**config.mk**
```make
export PLATFORM = sky130hd
export DESIGN_NAME = wallace_mul_seq
export DESIGN_NICKNAME = d
export VERILOG_FILES = /design/src/rtl/wallace_mul_seq.sv
export SDC_FILE = /design/constraint.sdc
export NUM_CORES = 1
export LEC_CHECK = 0
export ABC_CLOCK_PERIOD_IN_PS = 6600
export CAP_MARGIN = 15
export CELL_PAD_IN_SITES_DETAIL_PLACEMENT = 0
export CELL_PAD_IN_SITES_GLOBAL_PLACEMENT = 1
export CORE_ASPECT_RATIO = 1.75
export CORE_UTILIZATION = 35
export DETAILED_ROUTE_END_ITERATION = 8
export DONT_BUFFER_PORTS = 1
export GPL_TIMING_DRIVEN = 0
export PLACE_DENSITY = 0.64
export SETUP_SLACK_MARGIN = 0.3
export SYNTH_ARGS = -nofsm -noshare
export SYNTH_HDL_FRONTEND = slang
export SYNTH_HIERARCHICAL = 1
export SYNTH_SLANG_ARGS = --single-unit
```
**constraint.sdc**
```tcl
create_clock -name clk -period 6.6 [get_ports clk]
set_input_delay 0.99 -clock clk [delete_from_list [all_inputs] [get_ports clk]]
set_output_delay 0.99 -clock clk [all_outputs]
set_load 0.01 [all_outputs]
```
**src/rtl/wallace_mul_seq.sv**
```systemverilog
// wallace_mul_seq: multi-cycle unsigned multiplier built around a single 4x4
// Wallace-tree core. One nibble pair is multiplied per cycle. Each partial
// product is shifted into position and accumulated.
// Optional build macro: MUL_ZERO_BYPASS_EN. When it is defined, a zero operand
// skips the BUSY sequence and goes straight to DONE with a zero result.

// 4x4 unsigned multiplier: partial-product rows, two 3:2 CSA levels, final add
module WallaceTree_Mul (
    input  logic [3:0] a_i,
    input  logic [3:0] b_i,
    output logic [7:0] p_o
);
    logic [7:0] r0, r1, r2, r3;
    logic [7:0] s1, c1, s2, c2;

    assign r0 = b_i[0] ? {4'b0000, a_i}        : 8'h00;
    assign r1 = b_i[1] ? {3'b000, a_i, 1'b0}   : 8'h00;
    assign r2 = b_i[2] ? {2'b00, a_i, 2'b00}   : 8'h00;
    assign r3 = b_i[3] ? {1'b0, a_i, 3'b000}   : 8'h00;

    // First CSA level reduces three rows to sum and carry vectors.
    assign s1 = r0 ^ r1 ^ r2;
    assign c1 = ((r0 & r1) | (r0 & r2) | (r1 & r2)) << 1;

    // Second CSA level folds in the last row.
    assign s2 = s1 ^ c1 ^ r3;
    assign c2 = ((s1 & c1) | (s1 & r3) | (c1 & r3)) << 1;

    // The product is at most 225, so 8 bits of the final add are exact.
    assign p_o = s2 + c2;
endmodule

module wallace_mul_seq #(
    parameter int unsigned NIB_A = 2,
    parameter int unsigned NIB_B = 2
) (
    input  logic                         clk,
    input  logic                         rst,
    input  logic                         in_valid,
    output logic                         in_ready,
    input  logic [4*NIB_A-1:0]           A,
    input  logic [4*NIB_B-1:0]           B,
    output logic                         out_valid,
    input  logic                         out_ready,
    output logic [4*(NIB_A+NIB_B)-1:0]   Result,
    output logic                         busy
);
    localparam int unsigned AW = 4 * NIB_A;
    localparam int unsigned BW = 4 * NIB_B;
    localparam int unsigned RW = 4 * (NIB_A + NIB_B);
    localparam int unsigned IW = 3;
    localparam logic [IW-1:0] LAST_I = IW'(NIB_A - 1);
    localparam logic [IW-1:0] LAST_J = IW'(NIB_B - 1);

    // Reject operand sizes the 3-bit nibble indices cannot address.
    if (NIB_A < 1 || NIB_A > 8 || NIB_B < 1 || NIB_B > 8) begin : g_bad_param
        $error("wallace_mul_seq: NIB_A and NIB_B must be in 1..8");
    end

    typedef enum logic [1:0] {
        S_IDLE = 2'd0,
        S_BUSY = 2'd1,
        S_DONE = 2'd2
    } state_t;

    state_t        state_q, state_d;
    logic [AW-1:0] a_q, a_d;
    logic [BW-1:0] b_q, b_d;
    logic [RW-1:0] acc_q, acc_d;
    logic [IW-1:0] i_q, i_d;
    logic [IW-1:0] j_q, j_d;
    logic          in_ready_q, out_valid_q, busy_q;

    logic [3:0]    a_nib, b_nib;
    logic [7:0]    pp;
    logic [5:0]    sh;

    // Select the current nibble pair and its bit offset 4*(i+j).
    assign a_nib = 4'(a_q >> {i_q, 2'b00});
    assign b_nib = 4'(b_q >> {j_q, 2'b00});
    assign sh    = {1'b0, i_q, 2'b00} + {1'b0, j_q, 2'b00};

    WallaceTree_Mul u_mul (
        .a_i (a_nib),
        .b_i (b_nib),
        .p_o (pp)
    );

    // Next-state, operand capture and accumulation.
    always_comb begin
        state_d = state_q;
        a_d     = a_q;
        b_d     = b_q;
        acc_d   = acc_q;
        i_d     = i_q;
        j_d     = j_q;
        unique case (state_q)
            S_IDLE: begin
                if (in_valid) begin
                    a_d   = A;
                    b_d   = B;
                    acc_d = '0;
                    i_d   = '0;
                    j_d   = '0;
`ifdef MUL_ZERO_BYPASS_EN
                    if (A == '0 || B == '0) state_d = S_DONE;
                    else                    state_d = S_BUSY;
`else
                    state_d = S_BUSY;
`endif
                end
            end
            S_BUSY: begin
                acc_d = acc_q + (RW'(pp) << sh);
                if (j_q == LAST_J) begin
                    j_d = '0;
                    if (i_q == LAST_I) state_d = S_DONE;
                    else               i_d = i_q + 1'b1;
                end else begin
                    j_d = j_q + 1'b1;
                end
            end
            S_DONE: begin
                if (out_ready) state_d = S_IDLE;
            end
            default: state_d = S_IDLE;
        endcase
    end

    // State, datapath registers and registered handshake flags.
    always_ff @(posedge clk) begin
        if (rst) begin
            state_q     <= S_IDLE;
            a_q         <= '0;
            b_q         <= '0;
            acc_q       <= '0;
            i_q         <= '0;
            j_q         <= '0;
            in_ready_q  <= 1'b1;
            out_valid_q <= 1'b0;
            busy_q      <= 1'b0;
        end else begin
            state_q     <= state_d;
            a_q         <= a_d;
            b_q         <= b_d;
            acc_q       <= acc_d;
            i_q         <= i_d;
            j_q         <= j_d;
            in_ready_q  <= (state_d == S_IDLE);
            out_valid_q <= (state_d == S_DONE);
            busy_q      <= (state_d == S_BUSY);
        end
    end

    assign in_ready  = in_ready_q;
    assign out_valid = out_valid_q;
    assign busy      = busy_q;
    assign Result    = acc_q;
endmodule
```
* After elaboration in Yosys (flattened, before gate mapping)
Cells that the tools add are included.
** Cells by class
- Reduce and logical (&&, ||, !) cells :: 6
- Bitwise logic cells :: 14
- Shift-type cells :: 3
- Equal/unequal tests :: 9
- $add $sub $neg :: 5
- Muxes and demuxes :: 17
** Operator list (count)
- $and A7 B7 Y7 :: 6
- $pmux W16 S2 :: 1
- $or A7 B7 Y7 :: 4
- $xor A8 B8 Y8 :: 3
- $add A16 B16 Y16 :: 1
- $mux W16 :: 1
- $shl A8 B6 Y16 :: 1
- $shr A8 B5 Y4 :: 2
- $mux W3 :: 4
- $pmux W3 S2 :: 2
- $add A8 B8 Y8 :: 1
- $mux W2 :: 4
- $xor A8 B6 Y8 :: 1
- $mux W7 :: 1
- $add A3 B1 Y3 const B :: 2
- $add A5 B5 Y6 :: 1
- $eq A3 B1 Y1 const B :: 2
- $mux W6 :: 1
- $ne A2 B2 Y1 const B :: 3
- $pmux W2 S3 :: 1
- $mux W5 :: 1
- $eq A2 B1 Y1 const B :: 2
- $eq A2 B2 Y1 const B :: 2
- $logic_not A2 Y1 :: 2
- 4 further kinds :: 5
** Storage, ports and cells
- Flip-flop bits (word level) :: 43
- Bits of input ports :: 20
- Output and inout port bits :: 19

* Longest topological paths before layout
- Word-level depth :: 12
- Depth in mapped cells :: 23
- Gate-level depth less buffers :: 21

* Hierarchy
The synthesis kept the hierarchy.
** By module, submodules not included
- wallace_mul_seq :: cells an instance 334, area an instance 2667.6 um2, sequential area each 860.8 um2, times used 1
- WallaceTree_Mul :: cells an instance 44, area an instance 374.1 um2, sequential area each 0.0 um2, times used 1

* Worst setup path after synthesis
OpenSTA, ideal clock, no wires.
- Kind :: register -> register
- From :: register j_q[0]
- To :: register acc_q[14] (netlist: Result[14])
- Setup time :: 0.117 ns
- Data required time :: 6.483 ns
- Slack :: 1.601 ns
- Arrival :: 4.882 ns
- Cell stages (with the launch flop) :: 21
- Path buffers :: 1
- Period minus slack after synthesis :: 4.999 ns
- Path through :: dfxtp_1 -> clkbuf_1 -> mux2i_1 -> nor3_1 -> nand2_1 -> fa_1 -> inv_1 -> fa_1 -> ha_1 -> inv_1 -> fa_1 -> inv_1 -> mux2i_1 -> nor2_1 -> ha_1 -> a21o_1 -> a31o_4 -> a2111oi_4 -> nor3_1 -> or3_1 -> a32o_1
** Between the ends
- Cells in the longest elaborated chain, start to end :: 12
- Elaborated cells on any way between the ends :: 24
** Ends and longest elaborated chain
- start, declared :: line 71 : logic [IW-1:0] j_q, j_d;
- start signal, assigned :: line 148 : j_q <= j_d;
- $shr A8 B5 Y4 (*) :: line 80 : assign b_nib = 4'(b_q >> {j_q, 2'b00});
- net b_nib[0] :: line 74 : logic [3:0] a_nib, b_nib;
- $mux W4 (*) :: line 16 : assign r0 = b_i[0] ? {4'b0000, a_i} : 8'h00;
- $and A7 B7 Y7 :: line 23 : assign c1 = ((r0 & r1) | (r0 & r2) | (r1 & r2)) << 1;
- $or A7 B7 Y7 (2 in series) :: line 23
- $and A7 B7 Y7 :: line 27 : assign c2 = ((s1 & c1) | (s1 & r3) | (c1 & r3)) << 1;
- $or A7 B7 Y7 (2 in series) :: line 27
- $add A8 B8 Y8 (*) :: line 30 : assign p_o = s2 + c2;
- net pp[4] :: line 75 : logic [7:0] pp;
- $shl A8 B6 Y16 (*) :: line 114 : acc_d = acc_q + (RW'(pp) << sh);
- $add A16 B16 Y16 (*) :: line 114
- $pmux W16 S2 (*) :: line 97 : unique case (state_q)
- end signal, assigned :: line 136 : acc_q <= '0;
- end signal, assigned :: line 146 : acc_q <= acc_d;
- end, declared :: line 69 : logic [RW-1:0] acc_q, acc_d;
The timed path passes the listed nets; every way through them passes the cells marked *.
A chain may end at the register's enable or synchronous reset.

* Worst setup path after layout
- From :: register j_q[0]
- To :: register acc_q[15] (netlist: Result[15])
The elaborated chain is that of the path after synthesis.

==> metrics <==
Pwr Density between 150 and 200 nW/um2; HPWL Detailed roughly 6100 um; required time worst endpoint 6.77 ns; slew margin rel. 41.4%; worst r2r path cells 21; final worst slack 0.726 ns; EDFF count, synth 0; grt ovf 0; die area 9080 um2; worst stage delay on the critical path roughly 0.7 ns; First DRT Iteration DRCs 50; Final min period 5.87 ns; Netlist cell types 48; final hold vios 0; antenna violation net count after detailed routing 0; cell area after layout 3330 um2; Layout area overhead 9.63%; Worst Skew 0.00618 ns; max cap viols 0; Core Region 8370 um2; fraction of layout instances using a drive strength above 1 4.66%; Clock Root Buffer clkbuf_16; Final Routed Wirelength between 7000 and 8000 um; Initial Utilization ~36%; Clock Sinks 43; pin count of the biggest net entering global routing 16; syn_nets 433; die height 125 um; status finished, final reports clean; first-pass GRT wire length 12400 um; clock tree buffer depth 2; Clk pin slew, worst setup/hold paths 0.07 ns; WP data arrival 6.05 ns; TritonCTS clock tree built; M1 WL 2800 um; hold-critical path depth 2; r2r startpoint j_q[0]; synthesized area per cell 8.05 um2; dpl ws 0.712 ns; Min-Delay Endpoint b_q[7]; fin util between 30% and 40%; startpoint types register; peak supply drop 0.000157 V; Global Route Usage Sum between 10% and 20%; Crit-path slowest cell a2111oi_0; Via Count 2553; Hold Slack between 0.4 and 0.5 ns; final net count 440; Met3 Wirelength 240 um; Tightest Pin Transition 0.857 ns; max layer used met4; Reg2Reg Setup Slack 0.73 ns; CP dominant cell by count fa_1; Worst path top cell family by delay adder cells; CP bufs+invs 4; R2R Path End Result[15]; post-synthesis async set-or-reset flop share 0%; DR DRC count 0; hold_buf cts 0; Leak ~1.4 nW; Die W 72.5 um; critical-path maximum fanout 10; total CTS buffers 5; Finish-stage setup viols 0; Synth Instances 378; initial antenna violation count 0; synthesis warning total 6; fmax 170 MHz; DR WL/cell 15.1 um; RSZ-0062 raised after global routing no; Site Rows between 40 and 50; setup TNS 0 ns; Cell Area, Placed 3190 um2; worst path cell trace clkbuf_1, mux2i_1, nor3_1, nand2_1, fa_1, inv_1, fa_1, ha_1, inv_1, fa_1, xnor2_1, mux2i_1, nor2_1, ha_1, clkbuf_1, o21a_1, nor2_1, a2111oi_0, nor3_2, xnor2_1, o211ai_1; number of global-route vias before repair 2548; Yosys reg bits 43; CTS H-tree lvls 2; PortBufs 0; post-cts resize count 0; Slew Viols, Final 0; synthesized area 3040 um2; crit path kind register to register; WL met2 4360 um; ant diodes 0; Post-CTS Setup Repair Bufs 0; # IOs 39; Final Cycle Share between 80% and 90%; post-synthesis sequential area ratio 28.3%; Worst-Skew Late Latency 0.29 ns; HP Class register to register; DR pass1 iterations 4; vias per cell 5.10; CP Capture Type register; HP Start b_q[7]; Most used DFF post-synth dfxtp_1; GP Congestion 0.825
[per-layer routing]
layer / vias up / GRT usage (%)
met5: - / 0
met4: 0 / 6.57
met3: 12 / 3.14
met2: 40 / 35.2
met1: 1172 / 17.5
li1: 1329 / -
[cells in the final DEF (no fill, tap or decap), drive strengths merged, types with 5 or more instances in the layout]
master,instances
a21o,8
a21oi,35
a22oi,10
and2,17
clkbuf,21
dfxtp,43
fa,8
ha,27
inv,14
mux2i,13
nand2,57
nand3,5
nor2,38
nor2b,6
nor3,13
o21ai,16
xnor2,11
[synth_stat cells, types with 8 or more instances]
master | count | area [um2]
mux2i_1 | 13 | 130
fa_1 | 8 | 160
nor2_1 | 38 | 143
nand2_1 | 57 | 214
inv_1 | 13 | 48.8
a22oi_1 | 10 | 75.1
dfxtp_1 | 43 | 861
clkbuf_1 | 16 | 60.1
a21oi_1 | 34 | 170
xnor2_1 | 11 | 96.3
and2_1 | 17 | 106
o21ai_0 | 14 | 70.1
nor3_1 | 12 | 60.1
ha_1 | 27 | 338
[worst min-delay path, cell delays in order (launching register included)]
cell and delay (ns):
dfxtp_1 0.31, nand2_1 0.05, a21oi_1 0.05
[sequential cells by signal (all words and copies together), names as in the netlist]
register	flops
state_q	2
j_q	3
a_q	8
busy	1
i_q	3
Result	16
out_valid	1
b_q	8
in_ready	1
[how the worst max path moves through the flow]
stage            from    endpoint  depth (start not counted)  slack, ns
3_5_place_dp   j_q[0]  Result[15]                         21       0.71
2_1_floorplan  j_q[0]  Result[14]                         20       1.60
6_report       j_q[0]  Result[15]                         21       0.73
5_1_grt        j_q[0]  Result[15]                         21       0.39
4_1_cts        j_q[0]  Result[15]                         21       0.67
3_3_place_gp   j_q[0]  Result[15]                         21       0.73
[per-stage QoR]
step	total power [mW]	cells
6_report	0.588	501
5_1_grt	0.618	501
4_1_cts	0.597	501
3_5_place_dp	0.338	493
3_3_place_gp	0.338	493
2_1_floorplan	0.322	378
[logic make-up (layout without fill, tap and decap cells)]
group	after synthesis	count (layout)	synth area share (%)
fa+ha+maj	35	35	16.4
buf+inv	30	38	3.70
flops	43	43	28.3
xor+xnor	15	15	4.32
compound gates	89	89	19.5
mux	13	13	4.28
simple gates	153	153	23.5
[cell type report]
type / count / area [um2]
Buffer: 17 / 63.8
Sequential cell: 43 / 861
Inverter: 13 / 48.8
Clock inverter: 3 / 23.8
Multi-Input combinational cell: 305 / 2070
Tap cell: 115 / 144
Clock buffer: 5 / 125
Fill cell: 927 / 5030
[report_power, final]
| group | switching [mW] | internal [mW] | leakage (nW) |
|---|---|---|---|
| Combinational | 0.0383 | 0.0196 | 1.02 |
| Sequential | 0.00566 | 0.268 | 0.350 |
| Clock | 0.115 | 0.142 | 0.0664 |
(Power assumes the default switching activity.)
